$ cat config.mk
export PLATFORM = sky130hd
export DESIGN_NAME = priority_encoder_scan_display
export DESIGN_NICKNAME = d
export VERILOG_FILES = /design/src/rtl/priority_display_pkg.sv /design/src/rtl/seg7_hex_decoder.sv /design/src/rtl/priority_encoder_scan_display.sv
export SDC_FILE = /design/constraint.sdc
export NUM_CORES = 1
export LEC_CHECK = 0
export CAP_MARGIN = 20
export CORE_MARGIN = 2
export CORE_UTILIZATION = 35
export DETAILED_ROUTE_END_ITERATION = 7
export GPL_ROUTABILITY_DRIVEN = 0
export SYNTH_ARGS = -nofsm -noshare
export SYNTH_HDL_FRONTEND = slang
export SYNTH_SLANG_ARGS = --single-unit
$ cat constraint.sdc
create_clock -name clk -period 3.55 [get_ports clk]
set_input_delay 0.71 -clock clk [delete_from_list [all_inputs] [get_ports clk]]
set_output_delay 0.71 -clock clk [all_outputs]
set_load 0.01 [all_outputs]
$ cat src/rtl/priority_display_pkg.sv
// Shared types, segment constants and hex font for the priority encoder display.
package priority_display_pkg;

  typedef enum logic {
    IDLE = 1'b0,
    HOLD = 1'b1
  } state_t;

  localparam logic [6:0] SEG_DASH  = 7'h40;
  localparam logic [6:0] SEG_BLANK = 7'h00;

  // Active-high segment font, bit0 = a ... bit6 = g
  function automatic logic [6:0] hex_to_seg(input logic [3:0] nib);
    logic [6:0] seg;
    case (nib)
      4'h0:    seg = 7'h3F;
      4'h1:    seg = 7'h06;
      4'h2:    seg = 7'h5B;
      4'h3:    seg = 7'h4F;
      4'h4:    seg = 7'h66;
      4'h5:    seg = 7'h6D;
      4'h6:    seg = 7'h7D;
      4'h7:    seg = 7'h07;
      4'h8:    seg = 7'h7F;
      4'h9:    seg = 7'h6F;
      4'hA:    seg = 7'h77;
      4'hB:    seg = 7'h7C;
      4'hC:    seg = 7'h39;
      4'hD:    seg = 7'h5E;
      4'hE:    seg = 7'h79;
      4'hF:    seg = 7'h71;
      default: seg = 7'h00;
    endcase
    return seg;
  endfunction

endpackage

$ cat src/rtl/seg7_hex_decoder.sv
// Combinational nibble to 7-segment decoder wrapping the package font.
module seg7_hex_decoder
  import priority_display_pkg::*;
(
  input  logic [3:0] i_nibble,
  output logic [6:0] o_segments
);

  assign o_segments = hex_to_seg(i_nibble);

endmodule

$ cat src/rtl/priority_encoder_scan_display.sv
// Two-stage priority encoder with live/latched capture, driving a scanned
// multi-digit hex 7-segment display.
module priority_encoder_scan_display
  import priority_display_pkg::*;
#(
  parameter int WIDTH    = 16,
  parameter int DIGITS   = 2,
  parameter int SCAN_DIV = 1024,
  localparam int IDXW    = ($clog2(WIDTH) < 1) ? 1 : $clog2(WIDTH)
) (
  input  logic              clk,
  input  logic              rst,
  input  logic              ena,
  input  logic [WIDTH-1:0]  data,
  input  logic              mode_latch,
  input  logic              clear,
  output logic [IDXW-1:0]   index,
  output logic              valid,
  output logic              no_data,
  output logic [6:0]        segments,
  output logic [DIGITS-1:0] digit_en
);

  localparam int PW  = ($clog2(SCAN_DIV) < 1) ? 1 : $clog2(SCAN_DIV);
  localparam int DPW = ($clog2(DIGITS) < 1) ? 1 : $clog2(DIGITS);

  logic [WIDTH-1:0]    r_data_q;
  state_t              r_state;
  logic [IDXW-1:0]     r_index;
  logic                r_valid;
  logic                r_no_data;
  logic [PW-1:0]       r_pre;
  logic [DPW-1:0]      r_ptr;
  logic [DIGITS-1:0]   r_digit_en;
  logic [6:0]          r_segments;

  logic                w_hit;
  logic [IDXW-1:0]     w_enc;
  state_t              w_state_nxt;
  logic [IDXW-1:0]     w_index_nxt;
  logic                w_valid_nxt;
  logic [PW-1:0]       w_pre_nxt;
  logic [DPW-1:0]      w_ptr_nxt;
  logic [4*DIGITS-1:0] w_idx_ext;
  logic [3:0]          w_nibble;
  logic [6:0]          w_dec_seg;
  logic [6:0]          w_seg_nxt;
  logic [DIGITS-1:0]   w_den_nxt;

  // Ascending scan so the highest set bit wins
  always_comb begin
    w_hit = 1'b0;
    w_enc = '0;
    for (int i = 0; i < WIDTH; i++) begin
      if (r_data_q[i]) begin
        w_hit = 1'b1;
        w_enc = IDXW'(i);
      end else begin
        w_hit = w_hit;
      end
    end
  end

  always_comb begin
    w_state_nxt = r_state;
    w_index_nxt = r_index;
    w_valid_nxt = r_valid;
    if (!mode_latch) begin
      w_state_nxt = IDLE;
      w_valid_nxt = w_hit;
      if (w_hit) w_index_nxt = w_enc;
      else       w_index_nxt = r_index;
    end else begin
      case (r_state)
        IDLE: begin
          w_valid_nxt = w_hit;
          if (w_hit) begin
            w_index_nxt = w_enc;
            w_state_nxt = HOLD;
          end else begin
            w_index_nxt = r_index;
          end
        end
        HOLD: begin
          // A release discards this cycle's encode; capture restarts next edge
          if (clear) begin
            w_state_nxt = IDLE;
            w_valid_nxt = 1'b0;
          end else begin
            w_state_nxt = HOLD;
          end
        end
        default: begin
          w_state_nxt = IDLE;
          w_valid_nxt = 1'b0;
        end
      endcase
    end
  end

  always_comb begin
    w_pre_nxt = r_pre + PW'(1);
    w_ptr_nxt = r_ptr;
    if (r_pre == PW'(SCAN_DIV - 1)) begin
      w_pre_nxt = '0;
      if (r_ptr == DPW'(DIGITS - 1)) w_ptr_nxt = '0;
      else                           w_ptr_nxt = r_ptr + DPW'(1);
    end else begin
      w_ptr_nxt = r_ptr;
    end
  end

  // Display content is derived from next-state values so segments match digit_en
  always_comb begin
    w_idx_ext              = '0;
    w_idx_ext[IDXW-1:0]    = w_index_nxt;
    w_nibble               = 4'h0;
    w_den_nxt              = '0;
    for (int d = 0; d < DIGITS; d++) begin
      if (w_ptr_nxt == DPW'(d)) begin
        w_nibble     = w_idx_ext[d*4 +: 4];
        w_den_nxt[d] = 1'b1;
      end else begin
        w_den_nxt[d] = 1'b0;
      end
    end
  end

  seg7_hex_decoder u_dec (
    .i_nibble   (w_nibble),
    .o_segments (w_dec_seg)
  );

  always_comb begin
    if (w_valid_nxt)             w_seg_nxt = w_dec_seg;
    else if (w_ptr_nxt == '0)    w_seg_nxt = SEG_DASH;
    else                         w_seg_nxt = SEG_BLANK;
  end

  always_ff @(posedge clk) begin
    if (rst) begin
      r_data_q   <= '0;
      r_state    <= IDLE;
      r_index    <= '0;
      r_valid    <= 1'b0;
      r_no_data  <= 1'b1;
      r_pre      <= '0;
      r_ptr      <= '0;
      r_digit_en <= DIGITS'(1);
      r_segments <= SEG_DASH;
    end else if (ena) begin
      r_data_q   <= data;
      r_state    <= w_state_nxt;
      r_index    <= w_index_nxt;
      r_valid    <= w_valid_nxt;
      r_no_data  <= ~w_valid_nxt;
      r_pre      <= w_pre_nxt;
      r_ptr      <= w_ptr_nxt;
      r_digit_en <= w_den_nxt;
      r_segments <= w_seg_nxt;
    end
  end

  assign index    = r_index;
  assign valid    = r_valid;
  assign no_data  = r_no_data;
  assign segments = r_segments;
  assign digit_en = r_digit_en;

endmodule

==> impl_metrics.tcl <==
set metrics [dict create \
    grt_pass1_wl_mm 8.09 \
    netlist_area_um2 2240 \
    hold_path_class "flip-flop to flip-flop" \
    vias 1863 \
    yosys_most_used_dff "dfxtp_1" \
    worst_pin_slew_ps 587 \
    worstSetupPathType "input pin to flip-flop" \
    diodes 0 \
    dr.pass1.iters 4 \
    cp-start-kind "input pin" \
    row_count 29 \
    slew_headroom_pct 60.9 \
    cts_tree "yes" \
    nets 312 \
    yosys_warnings 0 \
    syn_to_final_growth_pct 22.9 \
    synth_nets 278 \
    die_area_um2 7040 \
    p_leak_uw 0.00110 \
    power_density_nw_per_um2 424 \
    antenna_found_initial 0 \
    cts_resized 0 \
    grt_max_degree 36 \
    clk_pin_slew_ps 80 \
    synth-edff-count 0 \
    syn_inst 249 \
    vias_per_cell 5.16 \
    hpwlAfterDp_mm 3.51 \
    cp.required_ps 3780 \
    core_um2 6280 \
    cp.arrival_ps 3220 \
    grt_pass1_vias 1724 \
    io_pins 36 \
    ys_ff_latch 42 \
    grtUsageTotal_pct 14.3 \
    overflow 0 \
    wl_per_cell_um 13.4 \
    fin_crit_sh_pct 84.2 \
    peakVddDrop_mv 0.253 \
    worstSkewPairLatency_ps 300 \
    synth_cell_types 56 \
    worstPathMaxFanout 5 \
    final.setup.tns_ps 0 \
    cts_hold_buf 0 \
    ys_seq_area_share_pct 37.6 \
    max_freq_ghz 0.335 \
    drc_errors 0 \
    clock_sinks 42 \
    cts_buffer_depth 2 \
    ant_nets 0 \
    drt_first_iter_violations 98 \
    status "finished, final reports clean" \
    slew_viol_final 0 \
    layout_min_cycle_time_ps 2990 \
    syn_avg_cell_area_um2 8.98 \
    rsz0062_at_grt "false" \
    finalSetupViolations 0 \
    die_w_um 83.9 \
    ys_async_sr_fraction_pct 0 \
    die_y_um 83.9 \
    hold_ws_ps 460 \
    port_buffers 35 \
    cts.htree.levels 2 \
    skew_ps 3.88 \
    end_kind "flip-flop" \
    max_cap_violations 0 \
    drt-total-wl_mm 4.83 \
    start_util_pct 35.6 \
    cts_setup_buffers 0 \
    cts_root_buffer "clkbuf_8" \
    cts_buffers 5 \
    drive_gt1_share_pct 8.45 \
    hold_viol_final 0 \
]
==> per-layer routing <==
metal / track usage [%] / routed length [µm]
met2: 22.8 / 2200
met3: 3.96 / 178
met5: 0 / 0
met1: 18.1 / 2370
met4: 6.45 / 86
==> synth_stat cells, types with 3 or more instances <==
cell type	count	area, µm²
dfxtp_1	42	841
nor2_1	42	158
mux2i_1	18	180
nand2_1	16	60.1
a21oi_1	12	60.1
inv_1	9	33.8
o21ai_0	9	45.0
ha_1	8	100
or3_1	7	43.8
nand2b_1	6	37.5
nand3_1	6	30.0
xnor2_1	5	43.8
clkbuf_1	4	15.0
nand4_1	4	25.0
nor4_4	4	85.1
xor2_1	4	35.0
buf_1	3	11.3
buf_4	3	22.5
==> state kept, by name, summed over array words and instances, names as in the netlist <==
name      flops
r_data_q     16
r_pre        10
segments      7
index         4
digit_en      1
no_data       1
r_ptr         1
r_state       1
valid         1
==> final timing paths <==
| kind | startpoint | end | slack [ps] | cells past startpoint |
|---|---|---|---|---|
| hold reg to reg | segments[4] | segments[4] | 460 | 2 |
| setup / recovery | mode_latch | segments[3] | 560 | 10 |
| setup reg to reg | r_pre[0] | segments[3] | 880 | 10 |
| hold / removal | segments[4] | segments[4] | 460 | 2 |
==> area by class of cell <==
cell class                      count  area, µm²
Clock buffer                        6       82.6
Clock inverter                      2       12.5
Fill cell                         624       3530
Inverter                           10       37.5
Multi-Input combinational cell    185       1300
Sequential cell                    42        841
Tap cell                           77       96.3
Timing Repair Buffer               39        380
==> where the power goes <==
part | switching, µW | leakage, µW | internal (µW)
combinational | 149 | 0.000705 | 152
clock | 172 | 0.0000472 | 156
sequential | 32.3 | 0.000345 | 504
==> through the flow <==
stage / util, % / power [µW] / area [µm²] / std cells / setup slack, ps
2_1_floorplan: - / 741 / 2240 / 249 / 948
4_1_cts: 43.8 / 1180 / 2750 / 361 / 580
3_5_place_dp: 42.3 / 848 / 2650 / 353 / 284
3_3_place_gp: 42.3 / 845 / 2650 / 353 / 370
6_report: 43.8 / 1170 / 2750 / 361 / 562
5_1_grt: 43.8 / 1240 / 2750 / 361 / 396
==> cells in the final DEF, fill, tap and decap left out, types with 4 or more instances in the layout <==
cell type,netlist,layout
mux2i_1,18,18
or3_1,7,7
clkbuf_8,0,6
xor2_1,4,4
ha_1,8,8
xnor2_1,5,5
clkdlybuf4s50_1,0,35
a21oi_1,12,12
o21ai_0,9,9
nand2b_1,6,6
buf_4,3,4
dfxtp_1,42,42
nand3_1,6,6
nor2_1,42,42
inv_1,9,9
nand2_1,16,16
nand4_1,4,4
nor4_4,4,4
==> cells by family after synthesis <==
kind of cell,count (synthesis),synth area share [%]
simple gates,98,23.7
compound gates,49,16.2
flops,42,37.6
buf+inv,22,4.31
mux,19,8.73
xor+xnor,11,4.98
fa+ha+maj,8,4.48
==> critical path, cell delays in order <==
cell and delay, ps:
clkdlybuf4s50_1 460, and2_1 260, a41oi_4 290, mux2i_1 300
nand2b_1 210, inv_1 120, ha_1 220, nor3b_1 140
a2111o_1 410, o211ai_1 90
(Power assumes the default switching activity.)
